## config.mk

```make
export PLATFORM = sky130hd
export DESIGN_NAME = sha1_stream
export DESIGN_NICKNAME = d
export VERILOG_FILES = /design/src/rtl/sha1_pkg.sv /design/src/rtl/sha1_round.sv /design/src/rtl/sha1_stream.sv
export SDC_FILE = /design/constraint.sdc
export NUM_CORES = 2
export LEC_CHECK = 0
export CAP_MARGIN = 30
export CORE_MARGIN = 2
export CORE_UTILIZATION = 40
export CTS_BUF_LIST = sky130_fd_sc_hd__clkbuf_4 sky130_fd_sc_hd__clkbuf_8
export DETAILED_ROUTE_END_ITERATION = 6
export PLACE_DENSITY = 0.6
export SYNTH_ARGS = -nofsm -noshare
export SYNTH_HDL_FRONTEND = slang
export SYNTH_SLANG_ARGS = --single-unit
```

## constraint.sdc

```tcl
create_clock -name clk -period 8.66 [get_ports clk]
set_input_delay 0.866 -clock clk [delete_from_list [all_inputs] [get_ports clk]]
set_output_delay 0.866 -clock clk [all_outputs]
set_load 0.01 [all_outputs]
```

## src/rtl/sha1_pkg.sv

```systemverilog
// Shared SHA-1 constants, state types and round helper functions.
package sha1_pkg;

    localparam logic [31:0] H0_INIT = 32'h67452301;
    localparam logic [31:0] H1_INIT = 32'hefcdab89;
    localparam logic [31:0] H2_INIT = 32'h98badcfe;
    localparam logic [31:0] H3_INIT = 32'h10325476;
    localparam logic [31:0] H4_INIT = 32'hc3d2e1f0;

    localparam logic [31:0] K0 = 32'h5a827999;
    localparam logic [31:0] K1 = 32'h6ed9eba1;
    localparam logic [31:0] K2 = 32'h8f1bbcdc;
    localparam logic [31:0] K3 = 32'hca62c1d6;

    typedef struct packed {
        logic [31:0] a;
        logic [31:0] b;
        logic [31:0] c;
        logic [31:0] d;
        logic [31:0] e;
    } sha1_state_t;

    typedef enum logic [1:0] {
        LOAD = 2'd0,
        RUN  = 2'd1,
        ADD  = 2'd2
    } state_t;

    function automatic logic [31:0] rol(input logic [31:0] x, input logic [4:0] n);
        rol = (x << n) | (x >> (6'd32 - {1'b0, n}));
    endfunction

    function automatic logic [31:0] sha1_f(input logic [6:0] t, input logic [31:0] b,
                                           input logic [31:0] c, input logic [31:0] d);
        if (t < 7'd20) begin
            sha1_f = (b & c) | (~b & d);
        end else if (t < 7'd40) begin
            sha1_f = b ^ c ^ d;
        end else if (t < 7'd60) begin
            sha1_f = (b & c) | (b & d) | (c & d);
        end else begin
            sha1_f = b ^ c ^ d;
        end
    endfunction

    function automatic logic [31:0] sha1_k(input logic [6:0] t);
        if (t < 7'd20) begin
            sha1_k = K0;
        end else if (t < 7'd40) begin
            sha1_k = K1;
        end else if (t < 7'd60) begin
            sha1_k = K2;
        end else begin
            sha1_k = K3;
        end
    endfunction

endpackage

```

## src/rtl/sha1_round.sv

```systemverilog
// One combinational SHA-1 round: working state plus W[t] in, next working state out.
module sha1_round
    import sha1_pkg::*;
(
    input  sha1_state_t state_i,
    input  logic [31:0] w_i,
    input  logic [6:0]  t_i,
    output sha1_state_t state_o
);

    logic [31:0] temp_s;

    assign temp_s = rol(state_i.a, 5'd5) + sha1_f(t_i, state_i.b, state_i.c, state_i.d)
                  + state_i.e + sha1_k(t_i) + w_i;

    assign state_o = '{a: temp_s, b: state_i.a, c: rol(state_i.b, 5'd30),
                       d: state_i.c, e: state_i.d};

endmodule

```

## src/rtl/sha1_stream.sv

```systemverilog
// Multi-block SHA-1 engine computing ROUNDS_PER_CYCLE rounds per clock, chaining h0..h4 across blocks.
// Build option SHA1_STREAM_BYTESWAP_EN byte-reverses each accepted word for little-endian hosts.
module sha1_stream
    import sha1_pkg::*;
#(
    parameter int ROUNDS_PER_CYCLE = 1
) (
    input  logic        clk,
    input  logic        nrst,
    input  logic        init,
    input  logic        wr,
    input  logic [31:0] data,
    output logic [31:0] h0,
    output logic [31:0] h1,
    output logic [31:0] h2,
    output logic [31:0] h3,
    output logic [31:0] h4,
    output logic        busy,
    output logic        done
);

    localparam int         RUN_CYCLES = 80 / ROUNDS_PER_CYCLE;
    localparam logic [6:0] LAST_BASE  = 7'((RUN_CYCLES - 1) * ROUNDS_PER_CYCLE);
    localparam logic [6:0] RPC_STEP   = 7'(ROUNDS_PER_CYCLE);
    localparam bit         RPC_OK     = (ROUNDS_PER_CYCLE == 1)  || (ROUNDS_PER_CYCLE == 2)  ||
                                        (ROUNDS_PER_CYCLE == 4)  || (ROUNDS_PER_CYCLE == 5)  ||
                                        (ROUNDS_PER_CYCLE == 8)  || (ROUNDS_PER_CYCLE == 10) ||
                                        (ROUNDS_PER_CYCLE == 16) || (ROUNDS_PER_CYCLE == 20);

    if (!RPC_OK) begin : g_bad_rpc
        $error("sha1_stream: ROUNDS_PER_CYCLE must divide 80 and be at most 20");
    end

    state_t      state_q, state_d;
    logic        busy_q, busy_d, done_q, done_d;
    logic [3:0]  cnt_q, widx_s;
    logic [6:0]  rnd_q;
    logic [31:0] h_q [5];
    sha1_state_t abcde_q, run_st_s;
    logic [31:0] w_q [16];
    logic [31:0] wwin_s [16];
    logic [31:0] wt_s [ROUNDS_PER_CYCLE];
    logic [31:0] data_s;
    logic        last_word_s;

`ifdef SHA1_STREAM_BYTESWAP_EN
    assign data_s = {data[7:0], data[15:8], data[23:16], data[31:24]};
`else
    assign data_s = data;
`endif

    // init restarts the block, so a simultaneous write lands in W[0]
    assign widx_s      = init ? 4'd0 : cnt_q;
    assign last_word_s = wr && (widx_s == 4'd15);

    // Expand the circular schedule across this cycle's rounds, letting later rounds see earlier results
    always_comb begin
        logic [31:0] win [16];
        logic [6:0]  t;
        logic [3:0]  idx;
        win = w_q;
        for (int i = 0; i < ROUNDS_PER_CYCLE; i++) begin
            t   = rnd_q + 7'(i);
            idx = t[3:0];
            if (t < 7'd16) begin
                wt_s[i] = win[idx];
            end else begin
                wt_s[i] = rol(win[idx + 4'd13] ^ win[idx + 4'd8] ^ win[idx + 4'd2] ^ win[idx], 5'd1);
            end
            win[idx] = wt_s[i];
        end
        wwin_s = win;
    end

    for (genvar g = 0; g < ROUNDS_PER_CYCLE; g++) begin : g_rnd
        sha1_state_t st_in_s, st_out_s;
        if (g == 0) begin : g_first
            assign st_in_s = abcde_q;
        end else begin : g_next
            assign st_in_s = g_rnd[g-1].st_out_s;
        end
        sha1_round u_round (
            .state_i (st_in_s),
            .w_i     (wt_s[g]),
            .t_i     (rnd_q + 7'(g)),
            .state_o (st_out_s)
        );
    end
    assign run_st_s = g_rnd[ROUNDS_PER_CYCLE-1].st_out_s;

    // State register with registered busy/done flags
    always_ff @(posedge clk or negedge nrst) begin
        if (!nrst) begin
            state_q <= LOAD;
            busy_q  <= 1'b0;
            done_q  <= 1'b0;
        end else begin
            state_q <= state_d;
            busy_q  <= busy_d;
            done_q  <= done_d;
        end
    end

    // Next-state decision
    always_comb begin
        state_d = state_q;
        case (state_q)
            LOAD: begin
                if (last_word_s) state_d = RUN;
                else             state_d = LOAD;
            end
            RUN: begin
                if (rnd_q == LAST_BASE) state_d = ADD;
                else                    state_d = RUN;
            end
            ADD:     state_d = LOAD;
            default: state_d = LOAD;
        endcase
    end

    // Flag values for the upcoming state
    always_comb begin
        busy_d = 1'b0;
        done_d = 1'b0;
        case (state_d)
            LOAD: begin
                busy_d = 1'b0;
                done_d = 1'b0;
            end
            RUN:  busy_d = 1'b1;
            ADD: begin
                busy_d = 1'b1;
                done_d = 1'b1;
            end
            default: begin
                busy_d = 1'b0;
                done_d = 1'b0;
            end
        endcase
    end

    // Message buffer, working state and chaining value
    always_ff @(posedge clk or negedge nrst) begin
        if (!nrst) begin
            h_q[0]  <= H0_INIT;
            h_q[1]  <= H1_INIT;
            h_q[2]  <= H2_INIT;
            h_q[3]  <= H3_INIT;
            h_q[4]  <= H4_INIT;
            cnt_q   <= 4'd0;
            rnd_q   <= 7'd0;
            abcde_q <= '0;
            for (int i = 0; i < 16; i++) w_q[i] <= 32'h0;
        end else begin
            case (state_q)
                LOAD: begin
                    if (init) begin
                        h_q[0] <= H0_INIT;
                        h_q[1] <= H1_INIT;
                        h_q[2] <= H2_INIT;
                        h_q[3] <= H3_INIT;
                        h_q[4] <= H4_INIT;
                    end
                    if (wr) w_q[widx_s] <= data_s;
                    cnt_q <= wr ? widx_s + 4'd1 : widx_s;
                    if (last_word_s) begin
                        abcde_q <= '{a: h_q[0], b: h_q[1], c: h_q[2], d: h_q[3], e: h_q[4]};
                        rnd_q   <= 7'd0;
                    end
                end
                RUN: begin
                    abcde_q <= run_st_s;
                    w_q     <= wwin_s;
                    rnd_q   <= rnd_q + RPC_STEP;
                end
                ADD: begin
                    h_q[0] <= h_q[0] + abcde_q.a;
                    h_q[1] <= h_q[1] + abcde_q.b;
                    h_q[2] <= h_q[2] + abcde_q.c;
                    h_q[3] <= h_q[3] + abcde_q.d;
                    h_q[4] <= h_q[4] + abcde_q.e;
                end
                default: begin
                    cnt_q <= 4'd0;
                end
            endcase
        end
    end

    assign h0   = h_q[0];
    assign h1   = h_q[1];
    assign h2   = h_q[2];
    assign h3   = h_q[3];
    assign h4   = h_q[4];
    assign busy = busy_q;
    assign done = done_q;

endmodule
```

---- Word-level counts from Yosys, hierarchy flattened ----
Index checks and enable logic that the tools add are counted.
operators by class
  add/sub/neg operators ................... 14
  muxes and demuxes ....................... 41
  multipliers ............................. 0
  bitwise logic cells ..................... 21
  order comparisons ....................... 11
  reductions and logical operators ........ 11
  equal/unequal tests ..................... 9
  shift operators ......................... 0
  divide/modulo/power cells ............... 0
operators with widths
  cell                                                                  number
  512-bit bitwise mux                                                   2
  512-bit case mux with 2 select lines                                  1
  160-bit case mux with 2 select lines                                  2
  32-bit binary-select mux with 4-bit select                            4
  32-bit two-way mux                                                    16
  512-bit two-way mux                                                   1
  160-bit two-way mux                                                   2
  32-bit adder                                                          9
  32-bit demux with 4-bit select                                        2
  32-bit XOR                                                            5
  32-bit AND                                                            4
  32-bit bitwise OR                                                     3
  32-bit inverter                                                       1
  32-bit by 1-bit bitwise OR with 32-bit output                         1
  32-bit by 30-bit bitwise OR with 32-bit output                        1
  32-bit by 5-bit bitwise OR with 32-bit output                         1
  31-bit two-way mux                                                    1
  5-bit >= comparator, second input constant                            5
  4-bit inverter with 5-bit output                                      5
  7-bit by 5-bit < comparator with 1-bit output, second input constant  2
  7-bit by 6-bit < comparator with 1-bit output, second input constant  2
  7-bit case mux with 2 select lines                                    1
  5-bit by 1-bit < comparator with 1-bit output, second input constant  2
  4-bit adder, second input constant                                    2
  19 further kinds                                                      32
word-level totals
  bits in writable memories ............... 0
  memories kept ........................... 0
  memory bits (read-only) ................. 0
  word-level logic and storage cells ...... 138
  bits in latches ......................... 0
  bits of input ports ..................... 36
  register bits ........................... 847
  output and inout port bits .............. 162

---- Longest topological paths before layout ----
  word-level depth ........................ 12
  mapped depth ............................ 29

---- Hierarchy ----
A second synthesis with hierarchy kept.
second synthesis, totals
  cells, all modules ...................... 6330
  area total of the unflattened synthesis .. 63484.6 um2
by module, submodules not included
  module       cells an instance  area each (um2)  times used
  sha1_stream  5577               57032.2          1
  sha1_round   753                6452.4           1

---- Least setup slack after synthesis ----
Ideal clock, no wire load.
  path kind ............................... register to register
  start point ............................. register rnd_q[1]
  end point ............................... register abcde_q[158] (netlist name)
  data required time ...................... 8.533 ns
  arrival ................................. 6.886 ns
  slack ................................... 1.646 ns
  library setup time ...................... 0.127 ns
  stages on the path, launching flop included .. 29
  cell sequence ........................... dfrtp_1 > buf_2 > buf_4 > buf_2 > buf_1 > inv_1 > ha_1 > buf_6 > buf_2 > mux4_2 > mux4_2 > xnor2_1 > xnor2_1 > nor2_1 > a21oi_2 > buf_2 > inv_1 > fa_1 > inv_1 > ha_1 > nor2_1 > or4b_1 > a221o_1 > a311oi_2 > o31ai_1 > o211ai_1 > o21ai_1 > xnor2_1 > o22ai_1
between the ends
  cells in the longest elaborated chain, start to end .. 12
ends and longest elaborated chain
  element                                                                RTL line            text
  start: declaration                                                     sha1_stream.sv:37   logic [6:0] rnd_q;
  start signal: assignment                                               sha1_stream.sv:174  rnd_q <= rnd_q + RPC_STEP;
  parallel branches: the longest is 10 deep, another holds 32-bit adder  n/a
  32-bit adder (*)                                                       sha1_round.sv:14    + state_i.e + sha1_k(t_i) + w_i;
  160-bit case mux with 2 select lines (*)                               sha1_stream.sv:155  case (state_q)
  end signal: assignment                                                 sha1_stream.sv:167  abcde_q <= '{a: h_q[0], b: h_q[1], c: h_q[2], d: h_q[3], e: h_q[4]};
  end signal: assignment                                                 sha1_stream.sv:172  abcde_q <= run_st_s;
  end: declaration                                                       sha1_stream.sv:39   sha1_state_t abcde_q, run_st_s;
Every way passes the cells marked *. The select of a mux whose other input is x is not followed.
A chain may end at the register's enable or synchronous reset.

---- Worst setup path in the final report ----
  start point ............................. register rnd_q[2]
  end point ............................... register abcde_q[159] (netlist name)
The elaborated chain is that of the path after synthesis.

==> results.ini <==
[critical_path]
path_class = flip-flop to flip-flop
required_ns = 9.42
arrival_ns = 8.47
cp_max_fo = 16
critical_path.slowest_cell = a2111oi_0
cp_common_cell = fa_1
endpoint_kind = flip-flop
slowest_delay_ns = 0.92
r2r_setup_slack_ns = 0.95
crit_chain = and2_1 > a31oi_1 > nand2_1 > nand2_1 > o21ai_0 > fa_1 > fa_1 > inv_1 > fa_1 > ha_1 > inv_1 > fa_1 > nor2b_1 > o31ai_1 > a2111oi_0 > o31ai_1 > o22ai_1 > a31oi_1 > a21oi_1 > a31oi_1 > xnor2_1 > o22ai_1
worstSetupStartpointType = flip-flop

[layout]
regArea_mm2 = 0.0213
post-route-util_pct = 45.1
multi_input_area_mm2 = 0.0385
nets = 6480
drive_gt1_share_pct = 17.6
syn_to_final_growth_pct = 11.8
num-fill-cells = 14600

[pwr]
vdd_drop_max_mv = 0.161
seq_power_share_pct = 47.1
net-switching-power_uw = 2050
share_comb_of_total_power_pct = 1.8
power.density_mw_per_mm2 = 121
power.internal_uw = 6360
p_leak_uw = 0.0291
p_sw_share_pct = 24.3
p_clk_share_pct = 51.0

[cts]
clk_latency_ns = 0.92
numCtsBuffers = 159
clock-sinks = 847
htreeDepth = 4
root_buffer = clkbuf_8
ctsResizeCount = 0
tritoncts = built
cts.clk_slew.worst_paths_ns = 0.07
ctsLongestPathBuffers = 3
postCtsSetupRepairBufs = 0

[yosys]
yosysSeqAreaShare_pct = 34.2
syn_avg_cell_area_um2 = 10.2
yosysMostFrequentCell = nand2_1
synth_area_leaders = dfrtp_1 31%, mux4_2 16%, a22oi_1 6.2%
synth_top_area_share_pct = 30.8
syn_inst = 6125
synth_fp_nets = 6520
synth-seq-cells = 847
synth_edf_count = 0
syn_area_mm2 = 0.0622
synthFlopType = dfrtp_1
synth_cell_type_count = 81
async_flop_share_pct = 100
yosysTopAreaCell = dfrtp_1
netlist_top_cells_count = 839 x nand2_1, 767 x dfrtp_1, 662 x o21ai_0
yosys_warnings = 0

[route]
vias_per_cell = 6.51
wl_per_cell_um = 29.3
ant_nets = 0
wl_um = 242000
drcViolationCount = 4
num_vias = 53700
drt_iter0_drc = 6661
firstDrtPassIters = 7

[job]
drv_cap = 0

[sta]
setup_viol = 0
finalSetupTns_ns = 0
fin_crit_sh_pct = 89.0
fin_skew_ns = 0.0381
hold_viol_final = 0
fmaxAchievable_mhz = 130
slew_headroom_pct = 27.8
layout_min_cycle_time_ns = 7.71
tightest_slew_ns = 1.06
rsz0062_at_grt = false
slew_violations = 0

[die]
die_w_um = 398
ios = 198
fp.dieArea_mm2 = 0.159
coreArea_mm2 = 0.154
die_h_um = 398
rows = 144
start_util_pct = 40.3

[placed_design]
port_buffers = 197
routabilityCongestion = 0.913
dp_hpwl_um = 151000

[outcome]
violations = DRC
status = finished with violations

[grt]
antenna_found_initial = 23
grt_overflow_total = 0
grt_pass1_wl_um = 356000
grt_pass1_vias = 52800
track_usage_pct = 30.2
grt_max_degree = 181

[min_path]
hp-class = flip-flop to flip-flop

## layout by cell type (no fill, tap or decap), types with 17 or more instances in the layout
cell type        instances
a211oi_1                17
a21o_1                  88
a21oi_1                223
a22oi_1                515
a31oi_1                 22
and3_1                  21
buf_4                  133
clkbuf_4                54
clkbuf_8               195
clkdlybuf4s50_1        196
clkinv_2                18
dfrtp_1                764
dfstp_2                 80
fa_1                   125
ha_1                   231
inv_1                  125
mux2i_1                215
mux4_2                 448
nand2_1                838
nand2b_1                48
nand3_1                 49
nor2_1                 217
nor2b_1                 50
nor3_1                  25
o21a_1                  28
o21ai_0                662
o21ai_1                166
o21ai_2                 18
o21bai_1                19
o32ai_1                 24
or3_1                   17
xnor2_1                171
xor2_1                  87
## registers in the layout (all words and copies together), names as in the netlist
signal,count
cnt_q,4
rnd_q,7
w_q,512
busy,1
h0,32
h4,32
h3,32
done,1
abcde_q,160
h1,32
state_q,2
h2,32
## timing repair
action | in CTS | in global routing
endpoints found under the setup margin | 0 | 0
hold buffers | 1 | 0
endpoints found under the hold margin | 69 | 0
## path summary, 6_finish.rpt
kind                       startpoint            to  depth (start not counted)
max                          rnd_q[2]  abcde_q[159]                         22
min                          w_q[376]      w_q[376]                          2
max reg2reg                  rnd_q[2]  abcde_q[159]                         22
min reg2reg                  w_q[376]      w_q[376]                          2
max in group asynchronous        nrst        h2[16]                          4
min in group asynchronous        nrst       w_q[98]                          2
## logic make-up (layout without fill, tap and decap cells)
family                     Yosys count  after routing  synth area share [%]
other                                0              8                     0
muxes                              681            681                  20.0
buffers and inverters              678            755                  4.61
and+or+nand+nor                   1353           1353                  9.25
DFF                                847            847                  34.2
AOI/OAI and AO/OA                 1945           1945                  19.5
xor gates and xnor gates           262            262                  3.70
adders and majority gates          359            359                  8.73
## routing by layer
| metal | vias up | part of all wire, % | global-route usage [%] |
|---|---|---|---|
| met5 | - | 0.064 | 0 |
| met4 | 30 | 5.2 | 14.5 |
| met3 | 749 | 12 | 9.71 |
| met2 | 3507 | 44 | 45.0 |
| met1 | 26800 | 38 | 39.6 |
| li1 | 22600 | - | - |
## area by class of cell
cell class	count	share of cell area, %
antenna	8	0.0288
inverter	126	0.684
sequential	847	30.6
multi-input combinational	4600	55.3
tap	2044	3.68
timing repair buffer	351	4.87
clock inverter	29	0.381
clock buffer	249	4.44
## worst max-delay path, delay by kind of cell (launching register included)
kind	cells	cell delay [ns]
AOI/OAI and AO/OA	10	2.99
adders and majority gates	5	2.15
and+or+nand+nor	4	1.58
DFF	1	0.52
xor gates and xnor gates	1	0.17
buffers and inverters	2	0.13
## per-stage QoR
step | worst slack, ns | instance area, um2 | hold slack, ns | total power [uW] | instances
detailed placement | 1.24 | 66100 | 0.512 | 4180 | 7962
CTS | 1.21 | 69400 | 0.498 | 8440 | 8241
finish | 0.949 | 69600 | 0.518 | 8400 | 8254
global route | 0.701 | 69500 | 0.546 | 8650 | 8249
floorplan | 1.65 | 62200 | 0.475 | 4070 | 6125
global placement | 1.35 | 65900 | 0.497 | 4180 | 7956
## power groups by stage
stage,sequential (uW),combinational (uW),clock [uW]
final,3960,153,4290
after global routing,3960,171,4520
after CTS,3960,155,4330
after detailed placement,4030,154,0
after global placement,4030,154,0
after floorplan,4030,36.2,0
(Power assumes the default switching activity.)
